`src/rtl/n101_subsys_excl_arb_pkg.sv`:
```
// Shared types and default sizes for the two-master exclusive-monitor arbiter.
// Defaults apply only when n101_defines.v has not already set the macros.

`ifndef N101_ADDR_SIZE
`define N101_ADDR_SIZE 32
`endif
`ifndef N101_XLEN
`define N101_XLEN 32
`endif
`ifndef N101_EXCL_ARB_OUTS_DP
`define N101_EXCL_ARB_OUTS_DP 2
`endif

package n101_subsys_excl_arb_pkg;

    localparam int N101_AW      = `N101_ADDR_SIZE;
    localparam int N101_DW      = `N101_XLEN;
    localparam int N101_OUTS_DP = `N101_EXCL_ARB_OUTS_DP;

    typedef enum logic {
        MST_M0 = 1'b0,
        MST_M1 = 1'b1
    } mst_id_e;

    function automatic int ptr_w(input int dp);
        return (dp > 1) ? $clog2(dp) : 1;
    endfunction

endpackage

```
`src/rtl/n101_excl_arb_rspq.sv`:
```
// Route queue: 1-bit master ids, OUTS_DP deep, sync FIFO with full/empty/count.
// Ports: clk, rst, push/push_id, pop, head_id, full, empty, count.

module n101_excl_arb_rspq
    import n101_subsys_excl_arb_pkg::*;
#(
    parameter int DP = 2
) (
    input  logic                       clk,
    input  logic                       rst,
    input  logic                       push,
    input  logic                       push_id,
    input  logic                       pop,
    output logic                       head_id,
    output logic                       full,
    output logic                       empty,
    output logic [$clog2(DP+1)-1:0]    count
);

    localparam int PW = ptr_w(DP);
    localparam int CW = $clog2(DP + 1);

    logic [DP-1:0] mem;
    logic [PW-1:0] wptr;
    logic [PW-1:0] rptr;
    logic [CW-1:0] cnt;
    logic          do_push;
    logic          do_pop;

    function automatic logic [PW-1:0] nxt(
        input logic [PW-1:0] p
    );
        if (p == PW'(DP - 1)) begin
            return '0;
        end
        return p + 1'b1;
    endfunction

    assign full    = (cnt == CW'(DP));
    assign empty   = (cnt == '0);
    assign count   = cnt;
    assign head_id = mem[rptr];
    assign do_push = push & ~full;
    assign do_pop  = pop & ~empty;

    always_ff @(posedge clk) begin
        if (rst) begin
            mem  <= '0;
            wptr <= '0;
            rptr <= '0;
            cnt  <= '0;
        end else begin
            if (do_push) begin
                mem[wptr] <= push_id;
                wptr      <= nxt(wptr);
            end
            if (do_pop) begin
                rptr <= nxt(rptr);
            end
            unique case ({do_push, do_pop})
                2'b10:   cnt <= cnt + 1'b1;
                2'b01:   cnt <= cnt - 1'b1;
                default: cnt <= cnt;
            endcase
        end
    end

endmodule

```
`src/rtl/n101_subsys_excl_arb.sv`:
```
// Two-master ICB arbiter in front of the exclusive monitor, with bus lock
// and in-order response routing. Option macro: N101_EXCL_ARB_RR_EN.
// Ports: clk, rst, m0_icb_*, m1_icb_* (upstream), o_icb_* (downstream).

module n101_subsys_excl_arb
    import n101_subsys_excl_arb_pkg::*;
#(
    parameter int OUTS_DP = N101_OUTS_DP,
    parameter int AW      = N101_AW,
    parameter int DW      = N101_DW
) (
    input  logic            clk,
    input  logic            rst,

    input  logic            m0_icb_cmd_valid,
    output logic            m0_icb_cmd_ready,
    input  logic [AW-1:0]   m0_icb_cmd_addr,
    input  logic            m0_icb_cmd_read,
    input  logic [DW-1:0]   m0_icb_cmd_wdata,
    input  logic [DW/8-1:0] m0_icb_cmd_wmask,
    input  logic            m0_icb_cmd_lock,
    input  logic            m0_icb_cmd_excl,
    input  logic [1:0]      m0_icb_cmd_size,
    output logic            m0_icb_rsp_valid,
    input  logic            m0_icb_rsp_ready,
    output logic            m0_icb_rsp_err,
    output logic            m0_icb_rsp_excl_ok,
    output logic [DW-1:0]   m0_icb_rsp_rdata,

    input  logic            m1_icb_cmd_valid,
    output logic            m1_icb_cmd_ready,
    input  logic [AW-1:0]   m1_icb_cmd_addr,
    input  logic            m1_icb_cmd_read,
    input  logic [DW-1:0]   m1_icb_cmd_wdata,
    input  logic [DW/8-1:0] m1_icb_cmd_wmask,
    input  logic            m1_icb_cmd_lock,
    input  logic            m1_icb_cmd_excl,
    input  logic [1:0]      m1_icb_cmd_size,
    output logic            m1_icb_rsp_valid,
    input  logic            m1_icb_rsp_ready,
    output logic            m1_icb_rsp_err,
    output logic            m1_icb_rsp_excl_ok,
    output logic [DW-1:0]   m1_icb_rsp_rdata,

    output logic            o_icb_cmd_valid,
    input  logic            o_icb_cmd_ready,
    output logic [AW-1:0]   o_icb_cmd_addr,
    output logic            o_icb_cmd_read,
    output logic [DW-1:0]   o_icb_cmd_wdata,
    output logic [DW/8-1:0] o_icb_cmd_wmask,
    output logic            o_icb_cmd_lock,
    output logic            o_icb_cmd_excl,
    output logic [1:0]      o_icb_cmd_size,
    input  logic            o_icb_rsp_valid,
    output logic            o_icb_rsp_ready,
    input  logic            o_icb_rsp_err,
    input  logic            o_icb_rsp_excl_ok,
    input  logic [DW-1:0]   o_icb_rsp_rdata
);

    localparam int CW = $clog2(OUTS_DP + 1);

    logic          lock_vld;
    mst_id_e       lock_own;
    mst_id_e       gnt_id;
    mst_id_e       pick_both;
    logic          gnt_vld;
    logic [1:0]    m_vld;
    logic          cmd_acc;
    logic          q_full;
    logic          q_empty;
    logic          q_head;
    logic [CW-1:0] q_cnt;
    logic          rsp_sel_m1;
    logic          rsp_acc;

`ifdef N101_EXCL_ARB_RR_EN
    mst_id_e       rr_last;

    // On contention the master that did not win last time goes first.
    assign pick_both = (rr_last == MST_M1) ? MST_M0 : MST_M1;

    always_ff @(posedge clk) begin
        if (rst) begin
            rr_last <= MST_M1;
        end else if (cmd_acc && !lock_vld) begin
            rr_last <= gnt_id;
        end
    end
`else
    assign pick_both = MST_M0;
`endif

    assign m_vld = {m1_icb_cmd_valid, m0_icb_cmd_valid};

    always_comb begin
        gnt_vld = 1'b0;
        gnt_id  = MST_M0;
        if (lock_vld) begin
            gnt_vld = m_vld[lock_own];
            gnt_id  = lock_own;
        end else begin
            unique case (1'b1)
                (m_vld == 2'b11): begin
                    gnt_vld = 1'b1;
                    gnt_id  = pick_both;
                end
                (m_vld == 2'b01): begin
                    gnt_vld = 1'b1;
                    gnt_id  = MST_M0;
                end
                (m_vld == 2'b10): begin
                    gnt_vld = 1'b1;
                    gnt_id  = MST_M1;
                end
                default: begin
                    gnt_vld = 1'b0;
                    gnt_id  = MST_M0;
                end
            endcase
        end
    end

    // Full blocks the grant even if a pop is happening, so the
    // ready path depends on registered queue state only.
    assign o_icb_cmd_valid = gnt_vld & ~q_full;
    assign cmd_acc = o_icb_cmd_valid & o_icb_cmd_ready;

    assign m0_icb_cmd_ready = gnt_vld & (gnt_id == MST_M0)
                            & o_icb_cmd_ready & ~q_full;
    assign m1_icb_cmd_ready = gnt_vld & (gnt_id == MST_M1)
                            & o_icb_cmd_ready & ~q_full;

    always_comb begin
        if (gnt_id == MST_M1) begin
            o_icb_cmd_addr  = m1_icb_cmd_addr;
            o_icb_cmd_read  = m1_icb_cmd_read;
            o_icb_cmd_wdata = m1_icb_cmd_wdata;
            o_icb_cmd_wmask = m1_icb_cmd_wmask;
            o_icb_cmd_lock  = m1_icb_cmd_lock;
            o_icb_cmd_excl  = m1_icb_cmd_excl;
            o_icb_cmd_size  = m1_icb_cmd_size;
        end else begin
            o_icb_cmd_addr  = m0_icb_cmd_addr;
            o_icb_cmd_read  = m0_icb_cmd_read;
            o_icb_cmd_wdata = m0_icb_cmd_wdata;
            o_icb_cmd_wmask = m0_icb_cmd_wmask;
            o_icb_cmd_lock  = m0_icb_cmd_lock;
            o_icb_cmd_excl  = m0_icb_cmd_excl;
            o_icb_cmd_size  = m0_icb_cmd_size;
        end
    end

    // A lock=0 command from the owner releases the lock after itself.
    always_ff @(posedge clk) begin
        if (rst) begin
            lock_vld <= 1'b0;
            lock_own <= MST_M0;
        end else if (cmd_acc) begin
            if (o_icb_cmd_lock) begin
                lock_vld <= 1'b1;
                lock_own <= gnt_id;
            end else if (lock_vld && gnt_id == lock_own) begin
                lock_vld <= 1'b0;
            end
        end
    end

    n101_excl_arb_rspq #(
        .DP (OUTS_DP)
    ) u_rspq (
        .clk     (clk),
        .rst     (rst),
        .push    (cmd_acc),
        .push_id (gnt_id),
        .pop     (rsp_acc),
        .head_id (q_head),
        .full    (q_full),
        .empty   (q_empty),
        .count   (q_cnt)
    );

    assign rsp_sel_m1 = (q_head == MST_M1);

    assign o_icb_rsp_ready = ~q_empty &
        (rsp_sel_m1 ? m1_icb_rsp_ready : m0_icb_rsp_ready);
    assign rsp_acc = o_icb_rsp_valid & o_icb_rsp_ready;

    assign m0_icb_rsp_valid = o_icb_rsp_valid & ~q_empty & ~rsp_sel_m1;
    assign m1_icb_rsp_valid = o_icb_rsp_valid & ~q_empty &  rsp_sel_m1;

    assign m0_icb_rsp_err     = o_icb_rsp_err;
    assign m0_icb_rsp_excl_ok = o_icb_rsp_excl_ok;
    assign m0_icb_rsp_rdata   = o_icb_rsp_rdata;
    assign m1_icb_rsp_err     = o_icb_rsp_err;
    assign m1_icb_rsp_excl_ok = o_icb_rsp_excl_ok;
    assign m1_icb_rsp_rdata   = o_icb_rsp_rdata;

    always_ff @(posedge clk) begin
        if (!rst) begin
            assert (q_cnt <= CW'(OUTS_DP));
        end
    end

endmodule

```
`config.mk`:
```
export PLATFORM = sky130hd
export DESIGN_NAME = n101_subsys_excl_arb
export DESIGN_NICKNAME = d
export VERILOG_FILES = /design/src/rtl/n101_subsys_excl_arb_pkg.sv /design/src/rtl/n101_excl_arb_rspq.sv /design/src/rtl/n101_subsys_excl_arb.sv
export SDC_FILE = /design/constraint.sdc
export NUM_CORES = 1
export LEC_CHECK = 0
export ABC_AREA = 1
export ABC_CLOCK_PERIOD_IN_PS = 4600
export BUFFER_PORTS_ARGS = -buffer_cell sky130_fd_sc_hd__buf_4
export CORE_AREA = 2 2 128 130
export DETAILED_ROUTE_END_ITERATION = 6
export DIE_AREA = 0 0 130 132
export SETUP_SLACK_MARGIN = 0.1
export SKIP_LAST_GASP = 1
export SLEW_MARGIN = 20
export SYNTH_ARGS = -nofsm -noshare
export SYNTH_HDL_FRONTEND = slang
export SYNTH_SLANG_ARGS = --single-unit
```
`constraint.sdc`:
```
create_clock -name clk -period 4.6 [get_ports clk]
set_clock_uncertainty 0.2 [all_clocks]
set_input_delay 0.92 -clock clk [delete_from_list [all_inputs] [get_ports clk]]
set_output_delay 0.92 -clock clk [all_outputs]
set_load 0.03 [all_outputs]
```
## Word level (Yosys, flattened, before mapping)

Index checks and enable logic that the tools add are counted.

- Reduce and logical (&&, ||, !) cells: 8
- Eq/ne operators: 7
- Divide/modulo/power cells: 0
- Bitwise gates (word level): 19
- $add $sub $neg: 4
- Multiply operators: 0
- Multiplexer cells: 32
- Shift-type cells: 0
- $lt $le $gt $ge: 4

Operators with widths:

| cell | count |
|---|---|
| 32-bit two-way mux | 2 |
| 1-bit two-way mux | 25 |
| 1-bit bitwise AND | 15 |
| 2-bit == test (second input constant) | 4 |
| 1-bit by 2-bit < comparator with 1-bit output (second input constant) | 3 |
| 2-bit by 1-bit == test with 1-bit output (second input constant) | 2 |
| 4-bit two-way mux | 1 |
| 1-bit NOT | 4 |
| 2-bit one-hot mux with 2 select lines | 1 |
| 2-bit AND reduction | 2 |
| 2-bit nonzero test | 2 |
| 3-bit OR reduction | 1 |
| 1-bit adder (second input constant) | 2 |
| 2-bit by 1-bit adder with 2-bit output (second input constant) | 1 |
| 2-bit bitwise mux | 1 |
| 1-bit logical AND | 2 |
| 2-bit zero test | 1 |
| 2-bit two-way mux | 1 |
| 2-bit by 1-bit subtractor with 2-bit output (second input constant) | 1 |
| 1-bit demux with 1-bit select | 1 |
| 1-bit == test | 1 |
| 1-bit >= comparator (second input constant) | 1 |

- Output and inout bits: 147
- Register bits after elaboration: 8
- Memories kept: 0
- ROM bits: 0
- Bits in latches: 0
- Word-level logic and storage cells: 80
- Bits in writable memories: 0

## Longest topological paths before layout

Gate-level depths: netlist (run 1).

- Word-level depth: 10
- Gate-level depth with buffers: 11
- Depth with buffers taken out: 11

## By module

A second synthesis (run 1) with hierarchy kept.

- Cell total of the unflattened synthesis: 389
- Area, all modules: 1949.4 µm²

By module, submodules not included:

| module | instances | cells each | area each (µm²) | sequential area each (µm²) |
|---|---|---|---|---|
| n101_subsys_excl_arb | 1 | 337 | 1615.3 | 40.0 |
| n101_excl_arb_rspq | 1 | 52 | 334.1 | 120.1 |

## Worst setup path after synthesis (run 1)

Ideal clock, no wire load.

- Kind: in2out
- Start point: input port m0_icb_cmd_valid
- End point: output port o_icb_cmd_addr[0]
- Path slack: 1769 ps
- Cell stages on the path: 8
- Arrival: 1711 ps
- Cell sequence: inv_1 > nand2_1 > nand2_2 > nand2_2 > inv_2 > buf_6 > nand2_1 > nand2_1

- Longest elaborated chain between the ends: 4

RTL lines:

| item | line | text |
|---|---|---|
| start, declared | n101_subsys_excl_arb.sv:15 | `input logic m0_icb_cmd_valid,` |
| 2-bit == test | n101_subsys_excl_arb.sv:112 | `(m_vld == 2'b10): begin` |
| 1-bit two-way mux | n101_subsys_excl_arb.sv:103 | `unique case (1'b1)` |
| 1-bit two-way mux | n101_subsys_excl_arb.sv:99 | `if (lock_vld) begin` |
| 32-bit two-way mux | n101_subsys_excl_arb.sv:135 | `if (gnt_id == MST_M1) begin` |
| end, declared | n101_subsys_excl_arb.sv:47 | `output logic [AW-1:0] o_icb_cmd_addr,` |

No other way between the ends.

## Worst setup path in the final report (run 1)

- Start point: input port m0_icb_cmd_valid
- End point: output port o_icb_cmd_wdata[22]

- Longest elaborated chain between the ends: 4

RTL lines:

| item | line | text |
|---|---|---|
| 2-bit == test | n101_subsys_excl_arb.sv:112 |  |
| 1-bit two-way mux | n101_subsys_excl_arb.sv:103 |  |
| 1-bit two-way mux | n101_subsys_excl_arb.sv:99 |  |
| 32-bit two-way mux | n101_subsys_excl_arb.sv:135 |  |
| end, declared | n101_subsys_excl_arb.sv:49 | `output logic [DW-1:0] o_icb_cmd_wdata,` |

No other way between the ends.

==> out/metrics.cfg, run 1 <==
[setup_path]
cp_num_cells = 9
worstPathMaxFanout = 73
cp_slowest_stage_delay_ps = 610
path_delay_family = buffers and inverters
worstSetupStartpointType = input pin
worstPathArrival_ps = 2410
crit_buf_inv = 4
r2r_slack_ps = 2790
critPathSlowestCell = buf_4
worstSetupEndpoint = o_icb_cmd_wdata[22]
path_class = input pin to output pin
reg2reg_from = u_rspq.rptr
worstPathCellList = buf_4 -> inv_1 -> nand2_1 -> nand2_2 -> nand2_2 -> buf_4 -> nand2_1 -> nand2_1 -> buf_4
r2r_end = u_rspq.count[1]
crit_start = m0_icb_cmd_valid
worstPathRequired_ps = 3480
crit_path_end_kind = output pin
reg2reg_depth = 7

[power]
p_total_mw = 0.832
power.density_mw_per_mm2 = 241
peakVddDrop_uv = 249
leakage_nw = 2.08

[drt]
drt_iter0_drc = 79
postRouteAntennaNets = 0
drc_errors = 0
routed_wirelength_um = 7880
vias = 2693
dr.pass1.iters = 4
via_per_inst = 3.57
post_drt_wl_per_cell_um = 10.4

[layout]
fin_util = 0.220
mostFrequentLayoutCell = nand2_1
fin_nets = 730
layout_common_cells = nand2_1 (239), buf_4 (233), inv_1 (16)
drive_gt1_frac = 0.458
diodes = 0
area_growth_pct = 73.4

[clocking]
ctsResizeCount = 0
hold_buffers = 0
clk_pin_slew_ps = 40
post_cts_buffers = 0
cts_made_buffers = 3
cts_tree = built
cts-root-buf = clkbuf_16
htree_levels = 1
cts_num_sinks = 8
clk_path_buf_depth = 2
clk_latency_ps = 230

[worst_hold_path]
hold_depth = 2
min_path_type = flop to flop

[synthesis]
yosys.area_share.adder = 0.00629
synth-simple-area-share = 0.517
netlist_area_mm2 = 0.00199
yosysWarnings = 0
synth-compound-area-share = 0.0327
synth_fp_nets = 574
ys_types = 17
ys_seq_area_frac = 0.0805
synth.area.mux_share = 0
avgSynthCellArea_um2 = 5.17
synth_top_family_by_area = simple AND/OR/NAND/NOR gates
netlist_instances = 385
synth_xor_area_frac = 0
ys_seq_elements = 8

[timing]
slew_viol_final = 0
setup_viol = 0
slew_headroom = 0.480
worstMarginPinSlew_ps = 781
min_period_ps = 3530
tns_ps = 0
whs_ps = 279
fmax_ghz = 0.283
final_hold_viol_count = 0
rsz0062_at_grt = no
fin_crit_sh = 0.767

[placed_design]
dp_hpwl_um = 6590
finalWeightedCongestion = 0.740
port_buffers = 232

[flow_run]
maxCapViolations = 0

[die]
coreArea_mm2 = 0.0157
die_h_um = 132
rows = 46
start_util = 0.127
io_pins = 335
die_area_mm2 = 0.0172
die_x_um = 130

[global_routing]
overflow = 0
grt_pass1_vias = 2486
antenna_found_initial = 0
grt_max_degree = 74
grt_pass1_wl_um = 11600
grtUsageTotal = 0.0811

[run_status]
status = completed

==> routing by layer <==
metal | share of wire | vias to the layer above | global-route usage | wire, um
li1 | - | 1392 | - | -
met1 | 0.38 | 1122 | 0.0900 | 3030
met2 | 0.48 | 163 | 0.148 | 3750
met3 | 0.12 | 16 | 0.0280 | 985
met4 | 0.014 | 0 | 0.0155 | 110
met5 | 0 | - | 0 | 0
==> Yosys cell counts <==
master | count | share of area
inv_2 | 3 | 0.0057
nor2_1 | 6 | 0.011
inv_1 | 16 | 0.030
nand2_4 | 1 | 0.0057
nor2_8 | 1 | 0.010
buf_4 | 75 | 0.28
a21oi_1 | 11 | 0.028
nand2_2 | 5 | 0.016
o21ai_1 | 1 | 0.0025
nor3_1 | 1 | 0.0025
ha_1 | 1 | 0.0063
nor4_1 | 1 | 0.0031
o21ai_0 | 1 | 0.0025
nand2_1 | 239 | 0.45
nand3_1 | 7 | 0.018
buf_6 | 8 | 0.045
dfxtp_1 | 8 | 0.080
==> worst reg2reg max path, cell delays in order, from the launching register on <==
cell and delay [ps]:
dfxtp_1 390, nand2_1 90, nand3_1 90, nand3_1 110, nor2_1 190, ha_1 270, nor4_1 280, nor3_1 70
==> final cells by class <==
type | instances | area [um2]
clock buffer | 3 | 75.1
fill | 1804 | 12300
inverter | 19 | 71.3
multi-input combinational | 275 | 1110
sequential | 8 | 160
tap | 216 | 270
timing repair buffer | 234 | 1770
==> worst min path at each step <==
| stage | start | to | slack (ps) |
|---|---|---|---|
| 6_report | u_rspq.mem[0] | u_rspq.mem[0] | 280 |
| 5_1_grt | u_rspq.wptr | u_rspq.wptr | 310 |
| 4_1_cts | lock_own | lock_own | 280 |
| 3_5_place_dp | u_rspq.wptr | u_rspq.wptr | 270 |
| 3_3_place_gp | u_rspq.mem[0] | u_rspq.mem[0] | 260 |
| 2_1_floorplan | u_rspq.mem[0] | u_rspq.mem[0] | 250 |
==> sequential cells by signal, summed over array words and instances, names as in the netlist <==
name and flops:
lock_own 1, lock_vld 1, u_rspq.count 2, u_rspq.mem 2, u_rspq.rptr 1, u_rspq.wptr 1
==> per-stage QoR <==
stage,area [um2],setup WS [ps],std cells
6_report,3450,1070,755
5_1_grt,3450,942,755
4_1_cts,3450,1040,755
3_5_place_dp,3380,1040,752
3_3_place_gp,3380,1020,752
2_1_floorplan,1990,1770,385
==> kinds of logic (layout without fill, tap and decap cells) <==
family / after synthesis / in the layout
AO/OA/AOI/OAI: 13 / 13
AND/OR/NAND/NOR: 261 / 261
adder cells (fa/ha/maj): 1 / 1
flip-flops: 8 / 8
buffers and inverters: 102 / 256
==> where the power goes <==
part           switching, mW  total (mW)  leakage [nW]  internal, mW
logic                  0.358       0.604          1.98         0.246
clock network         0.0335       0.145        0.0370         0.112
registers            0.00617      0.0823        0.0654        0.0761
No activity file was read; power rests on OpenSTA's default activity.
==> run 2, diff against run 1 <==
- ABC_CLOCK_PERIOD_IN_PS: 4600 -> 3280
- CORE_AREA: 2 2 128 130 -> 2 2 131 133
- DIE_AREA: 0 0 130 132 -> 0 0 133 135
- clock period: 4.6 -> 3.28 ns (I/O delays scaled with it)
==> run 2 against run 1 <==
Against the previous run:
- sequential power rose by 40%
- non-clock buffer count is 2 higher
- combinational power is 40% higher
- worst hold slack worse by 3.2 ps
- global-route usage rose by 0.068 points
- largest power group unchanged
- highest routed layer is now met3
==> out/metrics.cfg, run 2 (synthesis gave the netlist of run 1 again) <==
[power]
p_total_mw = 1.17  ; +40%
pwr-share-seq = 0.099  ; about the same
clkPwrFrac = 0.175  ; about the same
peakVddDrop_uv = 309  ; +24%
cellInternalPower_mw = 0.612  ; +41%
leakage_nw = 2.09  ; +0.54%
sw_frac_of_total = 0.476  ; -0.00179
power.density_mw_per_mm2 = 336  ; +40%
switchingPower_mw = 0.556  ; +40%
combPwrFrac = 0.726  ; about the same

[setup_path]
crit_buf_inv = 5  ; +1
cp_slowest_stage_delay_ps = 330  ; -280 ps
worstPathRequired_ps = 2420  ; -1060 ps
r2r_slack_ps = 1490  ; -1300 ps
worstPathMaxFanout = 39  ; -47%
critPathSlowestCell = buf_4
worstPathArrival_ps = 1800  ; -610 ps
worstPathCellList = buf_4 -> inv_1 -> nand2_1 -> nand2_2 -> nand2_2 -> inv_2 -> buf_4 -> nand2_1 -> nand2_1 -> buf_4
path_class = input pin to output pin
crit_path_end_kind = output pin
worstSetupStartpointType = input pin
path_delay_family = buffers and inverters

[clocking]
clk_path_buf_depth = 2  ; unchanged
cts_made_buffers = 3  ; unchanged
cts-root-buf = clkbuf_16
post_cts_buffers = 0  ; unchanged
cts_num_sinks = 8  ; unchanged
clk_latency_ps = 230  ; about the same
htree_levels = 1  ; unchanged
clk_pin_slew_ps = 40  ; about the same
cts_tree = built
hold_buffers = 0  ; unchanged
ctsResizeCount = 0  ; unchanged

[timing]
whs_ps = 276  ; -3.22 ps
tns_ps = 0  ; unchanged
fin_ws_ps = 620  ; -452 ps
slew_viol_final = 0  ; unchanged
min_period_ps = 2660
fmax_ghz = 0.376
final_hold_viol_count = 0  ; unchanged
setup_viol = 0  ; unchanged
rsz0062_at_grt = no
slew_headroom = 0.738  ; +0.258
fin_crit_sh = 0.811
worstMarginPinSlew_ps = 394  ; -387 ps

[layout]
fin_nets = 732  ; +0.27%
diodes = 0  ; unchanged
fin_util = 0.212  ; -0.00808
layout_common_cells = nand2_1 (239), buf_4 (235), inv_1 (16)
drive_gt1_frac = 0.460  ; +0.00200
stdcell_count = 761  ; +0.79%
area_growth_pct = 74.4
stdcell_area_mm2 = 0.00347  ; +0.58%
mostFrequentLayoutCell = nand2_1
fillCellCount = 1859  ; +3.0%

[die]
io_pins = 335  ; unchanged
start_util = 0.121  ; -0.00536
die_x_um = 133  ; +2.3%
coreArea_mm2 = 0.0164  ; +4.4%
die_area_mm2 = 0.0180  ; +4.6%
rows = 47  ; +2.2%
die_h_um = 135  ; +2.3%

[placed_design]
placed_area_mm2 = 0.00340  ; +0.59%
finalWeightedCongestion = 0.735  ; -0.66%
placed_cells = 758  ; +0.80%
port_buffers = 232  ; unchanged
pre_cts_ws_ps = 598  ; -443 ps
dp_hpwl_um = 6970  ; +5.8%

[drt]
routed_wirelength_um = 8340  ; +5.8%
vias = 2648  ; -1.7%
drc_errors = 0  ; unchanged
dr.pass1.iters = 4  ; unchanged
drt_iter0_drc = 64  ; -19%
post_drt_wl_per_cell_um = 11.0  ; +5.0%
postRouteAntennaNets = 0  ; unchanged
via_per_inst = 3.48  ; -2.4%

[worst_hold_path]
min_path_type = flop to flop

[global_routing]
grt_max_degree = 64  ; -14%
grt_use_met2 = 0.149  ; +0.000766
grt_pass1_vias = 2507  ; +0.84%
overflow = 0  ; unchanged
grt_pass1_wl_um = 12100  ; +4.3%
antenna_found_initial = 0  ; unchanged
top_usage_layer = met2
grtUsageTotal = 0.0817  ; +0.000682
grt.met1_usage = 0.0860  ; -0.00399
grtUsageMet3 = 0.0462  ; +0.0182

[flow_run]
maxCapViolations = 0  ; unchanged

[run_status]
status = completed

run 2: path summary, 6_finish.rpt:
kind	start	end	depth (start not counted)
worst max-delay path	m0_icb_cmd_valid	o_icb_cmd_addr[18]	10
worst min-delay path	lock_own	lock_own	2
worst max register to register	u_rspq.rptr	u_rspq.count[1]	7
worst min register to register	lock_own	lock_own	2
run 2: final cells by class:
class / count / area (um2) / area share
Tap cell: 220 / 275 / 0.0793
Clock buffer: 3 / 75.1 / 0.0216
Sequential cell: 8 / 160 / 0.0461
Inverter: 19 / 71.3 / 0.0205
Timing Repair Buffer: 236 / 1780 / 0.514
Multi-Input combinational cell: 275 / 1110 / 0.319
run 2: metal layers:
metal  vias up  wire [um]
met5         -          0
met4         0          0
met3         0       1260
met2       190       4120
met1      1061       2960
li1       1397          -
run 2: worst register-to-register path: cells and delay by family, from the launching register on:
kind / cells / cell delay (ps)
simple gates: 6 / 830
fa+ha+maj: 1 / 270
flops: 1 / 380
run 2: power groups by stage:
| stage | clock network [mW] | logic, mW | registers, mW |
|---|---|---|---|
| 6_report | 0.204 | 0.848 | 0.115 |
| 5_1_grt | 0.216 | 0.918 | 0.117 |
| 4_1_cts | 0.209 | 0.856 | 0.116 |
| 3_5_place_dp | 0 | 0.854 | 0.117 |
| 3_3_place_gp | 0 | 0.854 | 0.117 |
| 2_1_floorplan | 0 | 0.654 | 0.115 |
